<file path="src/rtl/sweep_pkg.sv">
// Shared constants for the truth-table sweeper: FSM state encoding and default sizing.
package sweep_pkg;

    localparam logic [1:0] S_IDLE   = 2'd0;
    localparam logic [1:0] S_SETTLE = 2'd1;
    localparam logic [1:0] S_SAMPLE = 2'd2;
    localparam logic [1:0] S_DONE   = 2'd3;

    localparam int DEF_N_IN       = 4;
    localparam int DEF_SETTLE_CYC = 1;

endpackage

</file>
<file path="src/rtl/sweep_settle_timer.sv">
// Settle-time down-counter: load starts a SETTLE_CYC-cycle window, expire_o marks its last cycle.
import sweep_pkg::*;

module sweep_settle_timer #(
    parameter int SETTLE_CYC = DEF_SETTLE_CYC
) (
    input  logic clk,
    input  logic rst_n,
    input  logic load_i,
    input  logic en_i,
    output logic expire_o
);

    localparam int CW = (SETTLE_CYC > 1) ? $clog2(SETTLE_CYC) : 1;
    localparam logic [CW-1:0] LOAD_VAL = CW'(SETTLE_CYC - 1);

    logic [CW-1:0] cnt_q;
    logic [CW-1:0] cnt_d;

    // Next count: reload on entry to SETTLE, count down while settling.
    always_comb begin
        cnt_d = cnt_q;
        if (load_i) begin
            cnt_d = LOAD_VAL;
        end else if (en_i && (cnt_q != {CW{1'b0}})) begin
            cnt_d = cnt_q - CW'(1);
        end else begin
            cnt_d = cnt_q;
        end
    end

    // Counter register with synchronous active-low reset.
    always_ff @(posedge clk) begin
        if (!rst_n) begin
            cnt_q <= {CW{1'b0}};
        end else begin
            cnt_q <= cnt_d;
        end
    end

    assign expire_o = (cnt_q == {CW{1'b0}});

endmodule

</file>
<file path="src/rtl/truth_table_sweeper.sv">
// Clocked truth-table sweep of a combinational block with compare against an expected mask.
// Optional error statistics (err_cnt, first_err) enabled by defining SWEEP_ERR_CNT_EN.
import sweep_pkg::*;

module truth_table_sweeper #(
    parameter int N_IN       = DEF_N_IN,
    parameter int SETTLE_CYC = DEF_SETTLE_CYC
) (
    input  logic                 clk,
    input  logic                 rst_n,
    input  logic                 start,
    input  logic [2**N_IN-1:0]   exp_mask,
    output logic [N_IN-1:0]      vec,
    input  logic                 s_in,
    output logic                 busy,
    output logic                 done,
    output logic [2**N_IN-1:0]   table_out,
    output logic                 pass,
    output logic [N_IN:0]        err_cnt,
    output logic [N_IN-1:0]      first_err
);

    localparam int TW = 2**N_IN;
    localparam logic [N_IN:0] IDX_LAST = (N_IN+1)'(TW - 1);

    logic [1:0]      state_q, state_d;
    logic [N_IN:0]   idx_q, idx_d;
    logic [TW-1:0]   mask_q, mask_d;
    logic [TW-1:0]   table_q, table_d;
    logic            pass_q, pass_d;
    logic [N_IN:0]   err_cnt_q, err_cnt_d;
    logic [N_IN-1:0] first_err_q, first_err_d;
    logic [N_IN-1:0] vec_q, vec_d;
    logic            busy_q, busy_d;
    logic            done_q, done_d;
    logic            tmr_load_s;
    logic            tmr_en_s;
    logic            tmr_expire_s;

    sweep_settle_timer #(
        .SETTLE_CYC (SETTLE_CYC)
    ) u_settle (
        .clk      (clk),
        .rst_n    (rst_n),
        .load_i   (tmr_load_s),
        .en_i     (tmr_en_s),
        .expire_o (tmr_expire_s)
    );

    // Sweep FSM, index walk, table capture and compare.
    always_comb begin
        state_d     = state_q;
        idx_d       = idx_q;
        mask_d      = mask_q;
        table_d     = table_q;
        pass_d      = pass_q;
        err_cnt_d   = err_cnt_q;
        first_err_d = first_err_q;
        tmr_load_s  = 1'b0;
        tmr_en_s    = 1'b0;
        case (state_q)
            S_IDLE: begin
                if (start) begin
                    state_d     = S_SETTLE;
                    mask_d      = exp_mask;
                    idx_d       = {(N_IN+1){1'b0}};
                    table_d     = {TW{1'b0}};
                    pass_d      = 1'b0;
                    err_cnt_d   = {(N_IN+1){1'b0}};
                    first_err_d = {N_IN{1'b0}};
                    tmr_load_s  = 1'b1;
                end else begin
                    state_d = S_IDLE;
                end
            end
            S_SETTLE: begin
                tmr_en_s = 1'b1;
                if (tmr_expire_s) begin
                    state_d = S_SAMPLE;
                end else begin
                    state_d = S_SETTLE;
                end
            end
            S_SAMPLE: begin
                table_d[idx_q[N_IN-1:0]] = s_in;
`ifdef SWEEP_ERR_CNT_EN
                if (s_in != mask_q[idx_q[N_IN-1:0]]) begin
                    err_cnt_d = err_cnt_q + (N_IN+1)'(1);
                    if (err_cnt_q == {(N_IN+1){1'b0}}) begin
                        first_err_d = idx_q[N_IN-1:0];
                    end else begin
                        first_err_d = first_err_q;
                    end
                end else begin
                    err_cnt_d = err_cnt_q;
                end
`endif
                // pass must see the final write, so compare the next-state table.
                if (idx_q == IDX_LAST) begin
                    state_d = S_DONE;
                    pass_d  = (table_d == mask_q);
                end else begin
                    state_d    = S_SETTLE;
                    idx_d      = idx_q + (N_IN+1)'(1);
                    tmr_load_s = 1'b1;
                end
            end
            S_DONE: begin
                state_d = S_IDLE;
            end
            default: begin
                state_d = S_IDLE;
            end
        endcase
    end

    // Output registers are derived from the next state so they align with it.
    always_comb begin
        busy_d = (state_d != S_IDLE);
        done_d = (state_d == S_DONE);
        if ((state_d == S_SETTLE) || (state_d == S_SAMPLE)) begin
            vec_d = idx_d[N_IN-1:0];
        end else begin
            vec_d = {N_IN{1'b0}};
        end
    end

    // State and output registers with synchronous active-low reset.
    always_ff @(posedge clk) begin
        if (!rst_n) begin
            state_q     <= S_IDLE;
            idx_q       <= {(N_IN+1){1'b0}};
            mask_q      <= {TW{1'b0}};
            table_q     <= {TW{1'b0}};
            pass_q      <= 1'b0;
            err_cnt_q   <= {(N_IN+1){1'b0}};
            first_err_q <= {N_IN{1'b0}};
            vec_q       <= {N_IN{1'b0}};
            busy_q      <= 1'b0;
            done_q      <= 1'b0;
        end else begin
            state_q     <= state_d;
            idx_q       <= idx_d;
            mask_q      <= mask_d;
            table_q     <= table_d;
            pass_q      <= pass_d;
            err_cnt_q   <= err_cnt_d;
            first_err_q <= first_err_d;
            vec_q       <= vec_d;
            busy_q      <= busy_d;
            done_q      <= done_d;
        end
    end

    assign vec       = vec_q;
    assign busy      = busy_q;
    assign done      = done_q;
    assign table_out = table_q;
    assign pass      = pass_q;
    assign err_cnt   = err_cnt_q;
    assign first_err = first_err_q;

endmodule

</file>
<file path="config.mk">
export PLATFORM = sky130hd
export DESIGN_NAME = truth_table_sweeper
export DESIGN_NICKNAME = d
export VERILOG_FILES = /design/src/rtl/sweep_pkg.sv /design/src/rtl/sweep_settle_timer.sv /design/src/rtl/truth_table_sweeper.sv
export SDC_FILE = /design/constraint.sdc
export NUM_CORES = 1
export LEC_CHECK = 0
export CORE_MARGIN = 4
export CORE_UTILIZATION = 55
export DETAILED_ROUTE_END_ITERATION = 10
export GPL_TIMING_DRIVEN = 0
export PLACE_DENSITY_LB_ADDON = 0.1
export SYNTH_ARGS = -nofsm -noshare
export SYNTH_HDL_FRONTEND = slang
export SYNTH_SLANG_ARGS = --single-unit
export TNS_END_PERCENT = 10
</file>
<file path="constraint.sdc">
create_clock -name clk -period 5.2 [get_ports clk]
set_clock_uncertainty 0.05 [all_clocks]
set_input_delay 0.52 -clock clk [delete_from_list [all_inputs] [get_ports clk]]
set_output_delay 0.52 -clock clk [all_outputs]
set_load 0.03 [all_outputs]
</file>
Word-level counts from Yosys, hierarchy flattened
Index checks and enable logic that the tools add are counted.
{ "word_totals": {"ff_bits": 47, "in_bits": 20, "out_inout_bits": 32, "elab_cells": 57} }
{ "classes": {"n_addsub": 2, "n_lt_le_gt_ge": 2, "eq_ne": 11, "muxes": 19, "n_bitwise": 1, "reduce_logical": 12} }
{ "op_table": {"columns": ["cell", "count"], "rows": [
  ["16-bit one-hot mux with 2 select lines", 1],
  ["16-bit bitwise mux", 1],
  ["16-bit == test", 1],
  ["16-bit two-way mux", 1],
  ["5-bit two-way mux", 2],
  ["5-bit one-hot mux with 2 select lines", 1],
  ["2-bit == test (second input constant)", 4],
  ["2-bit one-hot mux with 4 select lines", 1],
  ["1-bit two-way mux", 7],
  ["2-bit inequality test (second input constant)", 3],
  ["2-bit AND reduction", 3],
  ["3-bit AND reduction", 2],
  ["5-bit by 1-bit adder with 5-bit output (second input constant)", 1],
  ["5-bit by 4-bit == test with 1-bit output (second input constant)", 1],
  ["4-bit by 5-bit less-than comparator with 1-bit output (second input constant)", 1],
  ["1-bit demux with 4-bit select", 1],
  ["2-bit by 1-bit == test with 1-bit output (second input constant)", 2],
  ["4-bit by 1-bit >= comparator with 1-bit output (second input constant)", 1],
  ["2-bit two-way mux", 2],
  ["1-bit one-hot mux with 2 select lines", 2],
  ["2-bit nonzero test", 2],
  ["1-bit logical AND", 2],
  ["2-bit zero test", 1],
  ["2-bit OR reduction", 1],
  ["other kinds (3)", 3]
]} }

Logic depth before layout (Yosys ltp)
{ "depth": {"depth_word": 8, "ltp_mapped": 9} }

By module
Synthesis repeated with hierarchy kept, for this count alone.
{ "hier_totals": {"cells_unflattened": 316, "hier_area_um2": 2676.3} }
{ "modules_own_cells": {"columns": ["mod", "instances", "cells_each", "area_each_um2"], "rows": [
  ["truth_table_sweeper", 1, 313, 2640.0],
  ["sweep_settle_timer", 1, 3, 36.3]
]} }

Worst setup path before layout
No wires, ideal clock.
{ "synth_timing": {"kind": "reg2reg", "start": "register idx_q[0]", "end": "register pass_q, in the netlist pass", "setup_time_ps": 69, "t_arrival_ps": 1977, "required_time_ps": 5081, "slack_ps": 3104, "path_stages_with_launch": 10, "period_less_slack_ps": 2096, "path_cell_list": "dfxtp_1 -> inv_1 -> ha_1 -> and3b_1 -> clkbuf_2 -> and3b_1 -> or4_4 -> nor4_2 -> nand4_1 -> o21ai_1"} }
{ "synth_via": {"elab_chain_len": 8} }
{ "synth_rtl": {"columns": ["element", "line_no", "text"], "rows": [
  ["from (decl)", "truth_table_sweeper.sv:27", "logic [N_IN:0] idx_q, idx_d;"],
  ["from (signal assigned)", "truth_table_sweeper.sv:132", "idx_q <= {(N_IN+1){1'b0}};"],
  ["from (signal assigned)", "truth_table_sweeper.sv:143", "idx_q <= idx_d;"],
  ["4-bit by 5-bit less-than comparator with 1-bit output (not written as such) or 4-bit by 1-bit >= comparator with 1-bit output (tied branches)", "truth_table_sweeper.sv:85", "table_d[idx_q[N_IN-1:0]] = s_in;"],
  ["1-bit logical AND (not written as such)", "truth_table_sweeper.sv:85", null],
  ["1-bit two-way mux (not written as such)", "truth_table_sweeper.sv:85", null],
  ["1-bit demux with 4-bit select", "truth_table_sweeper.sv:85", null],
  ["16-bit bitwise mux", "truth_table_sweeper.sv:85", null],
  ["16-bit == test", "truth_table_sweeper.sv:101", "pass_d = (table_d == mask_q);"],
  ["1-bit two-way mux", "truth_table_sweeper.sv:99", "if (idx_q == IDX_LAST) begin"],
  ["1-bit one-hot mux with 2 select lines", "truth_table_sweeper.sv:61", "case (state_q)"],
  ["to (signal assigned)", "truth_table_sweeper.sv:146", "pass_q <= pass_d;"],
  ["to (decl)", "truth_table_sweeper.sv:30", "logic pass_q, pass_d;"]
]} }
Several ways; a longest one is shown, not always the timed one. The select of a mux whose other input is x is not followed.
A chain may end at the register's enable or synchronous reset.

Final worst setup path
{ "layout_timing": {"start": "input s_in", "end": "register pass_q, in the netlist pass"} }
{ "layout_via": {"elab_chain_len": 4} }
{ "layout_rtl": {"columns": ["element", "line_no", "text"], "rows": [
  ["from (decl)", "truth_table_sweeper.sv:14", "input logic s_in,"],
  ["16-bit bitwise mux", "truth_table_sweeper.sv:85", null],
  ["16-bit == test", "truth_table_sweeper.sv:101", null],
  ["1-bit two-way mux", "truth_table_sweeper.sv:99", null],
  ["1-bit one-hot mux with 2 select lines", "truth_table_sweeper.sv:61", null]
]} }
Every way passes these cells. The select of a mux whose other input is x is not followed.

==> impl_metrics.yaml <==
synth:
  synth_top_family_by_area: "simple AND/OR/NAND/NOR gates"
  syn_area_um2: 2604
  synthTopCellsByArea: "dfxtp_1 36%, a21boi_0 5.8%, mux2i_1 5.4%"
  synthAdderAreaFrac_pct: 4.805
  ys_ff_latch: 47
  synth_top_area_cell: "dfxtp_1"
  synth_compound_area_share_pct: 16.29
  netlist_instances: 301
  ys_top_cells_by_count: "47 x dfxtp_1, 36 x nand2_1, 20 x a21boi_0, 19 x o21ai_0, 17 x nor2b_1"
  synth_cell_type_count: 44
  synth_area_per_cell_um2: 8.650
  synthArstFlopShare_pct: 0
  synthSimpleGateAreaFrac_pct: 26.05
  yosysSeqAreaShare_pct: 36.14
  synth_top_area_share_pct: 36.14
  synth-edff-count: 0
  yosysMostFrequentCell: "dfxtp_1"
  synth_ff_type: "dfxtp_1"
  yosys_warnings: 0
  synthMuxAreaShare_pct: 6.247
  synth_xor_area_share_pct: 3.364
worst_setup_path:
  crit_path_max_fanout: 10
  cp.required_ns: 5.40
  path_class: "primary input to flip-flop"
  start_kind: "primary input"
  cp-end-kind: "flip-flop"
  worstPathArrival_ns: 2.59
pwr:
  irDropWorstVdd_mv: 0.1612
  total_leakage_power_nw: 1.245
  p_per_area_nw_per_um2: 226.8
global_routing:
  grt_pass1_vias: 2106
  grt_pass1_wl_mm: 10.33
  grt_max_degree: 15
  track_usage_pct: 21.72
  antenna_found_initial: 0
  grt_remaining_overflow: 0
clock_network:
  cts-resized-gates: 0
  clkTransAtPathRegs_ns: 0.09
  insertion_delay_ns: 0.30
  cts_buffers: 5
  cts-root-buf: "clkbuf_8"
  ctsHoldBuffers: 0
  cts.htree.levels: 2
  cts.sinks: 47
  cts_tree: "built"
  clock_path_buffers: 2
  postCtsSetupRepairBufs: 0
timing:
  max_freq_mhz: 417.9
  slew_headroom_pct: 52.40
  fin_crit_ns: 2.393
  tns_ns: 0
  drv_slew: 0
  worst_pin_slew_ns: 0.7114
  finalHoldViolCount: 0
  rsz0062_at_grt: "false"
  post-route-period-util_pct: 46.02
  setup_viol: 0
routing:
  vias: 2284
  wirelength_mm: 6.146
  drc_errors: 0
  wire_per_inst_um: 14.95
  drt_iter0_drc: 155
  vias_per_cell: 5.557
  first_pass_iters: 4
  antenna_left: 0
run:
  cap_violations: 0
floorplanning:
  chipWidth_um: 76.81
  die_y_um: 76.81
  initial_core_util_pct: 58.19
  ios: 52
  rows: 24
  dieArea_um2: 5899
  core_area_um2: 4474
cells_and_area:
  multi_input_area_um2: 1511
  utilization_pct: 72.04
  n_antenna_cell: 0
  finalInstanceArea_um2: 3223
  nets: 388
  layout.cells.non_filler: 411
  fillCellCount: 362
  ff_latch_area_um2: 940.9
  final_layout_size_suffix_gt1_share_pct: 8.357
  syn_to_final_growth_pct: 23.79
placed_design:
  placed_cells: 403
  postPlaceCellArea_um2: 3119
  port_buffers: 42
  place_congestion: 0.8388
  hpwl_mm: 4.464
min_path:
  hp-class: "flip-flop to flip-flop"
status:
  status: "complete, no violations"
## logic make-up (layout without fill, tap and decap cells)
family,count (synthesis),count (layout)
and+or+nand+nor,120,120
DFF,47,47
xor gates and xnor gates,10,10
buffers and inverters,33,83
adders and majority gates,10,10
muxes,16,16
other,1,9
AOI/OAI and AO/OA,64,64
## critical path, stage by stage
cell             delay [ns]
clkdlybuf4s50_1        0.47
clkbuf_1               0.36
buf_1                  0.44
mux2i_1                0.14
o2bb2ai_1              0.15
a221oi_1               0.24
nand4_1                0.13
o21ai_1                0.13
## cell usage in the layout, fill, tap and decap left out, types with 4 or more instances in the layout
cell,Yosys,routed
nand3b_1,4,4
and3_1,4,4
and2_1,13,13
o21ai_0,19,19
clkdlybuf4s50_1,0,42
a21oi_1,5,5
clkbuf_8,0,7
nor3b_1,8,8
mux2i_1,14,14
nor2b_1,17,17
a21boi_0,20,20
nor2_1,6,6
buf_4,11,11
nand2_1,36,36
xnor2_1,9,9
nand3_1,12,12
clkbuf_1,10,10
conb_1,1,9
a22oi_1,11,11
ha_1,10,10
dfxtp_1,47,47
inv_1,6,6
## layer usage
layer / global-route usage (%) / up-vias / routed length, µm / part of all wire (%)
met4: 7.609 / 0 / 122 / 2.0
met5: 0 / - / 0 / 0
met2: 35.80 / 74 / 2824 / 46
li1: - / 1140 / - / -
met3: 3.630 / 9 / 418 / 6.8
met1: 28.57 / 1061 / 2781 / 45
## area by class of cell
| cell class | count | share of cell area, % |
|---|---|---|
| clock buffer | 7 | 2.989 |
| tap | 52 | 2.019 |
| timing repair buffer | 42 | 13.04 |
| sequential | 47 | 29.19 |
| buffer | 27 | 4.930 |
| clock inverter | 1 | 0.2329 |
| inverter | 6 | 0.6988 |
| multi-input combinational | 229 | 46.89 |
## per-stage QoR
step	setup WS [ns]	total power, mW	hold slack [ns]
after floorplan	3.104	0.4544	0.3851
after global placement	2.534	0.4907	0.3926
after detailed placement	2.488	0.4924	0.4082
after CTS	2.809	0.7385	0.4209
after global routing	2.619	0.7676	0.4571
final	2.807	0.7309	0.4208
## flip-flops by register name, indices dropped and copies added (netlist names)
| name | flops |
|---|---|
| mask_q | 16 |
| table_out | 16 |
| idx_q | 5 |
| vec | 4 |
| state_q | 2 |
| busy | 1 |
| done | 1 |
| pass | 1 |
| u_settle.cnt_q | 1 |
## where the power goes
| part | internal, mW | switching (mW) |
|---|---|---|
| Combinational | 0.0462 | 0.0593 |
| Sequential | 0.370 | 0.00937 |
| Clock | 0.121 | 0.125 |
| Total | 0.537 | 0.194 |
## path summary, 6_finish.rpt
path / from / to / slack [ns] / cells past startpoint
setup / recovery: s_in / pass / 2.81 / 8
setup reg to reg: idx_q[0] / pass / 2.86 / 9
hold reg to reg: u_settle.cnt_q / u_settle.cnt_q / 0.42 / 2
hold / removal: u_settle.cnt_q / u_settle.cnt_q / 0.42 / 2
(Power assumes the default switching activity.)
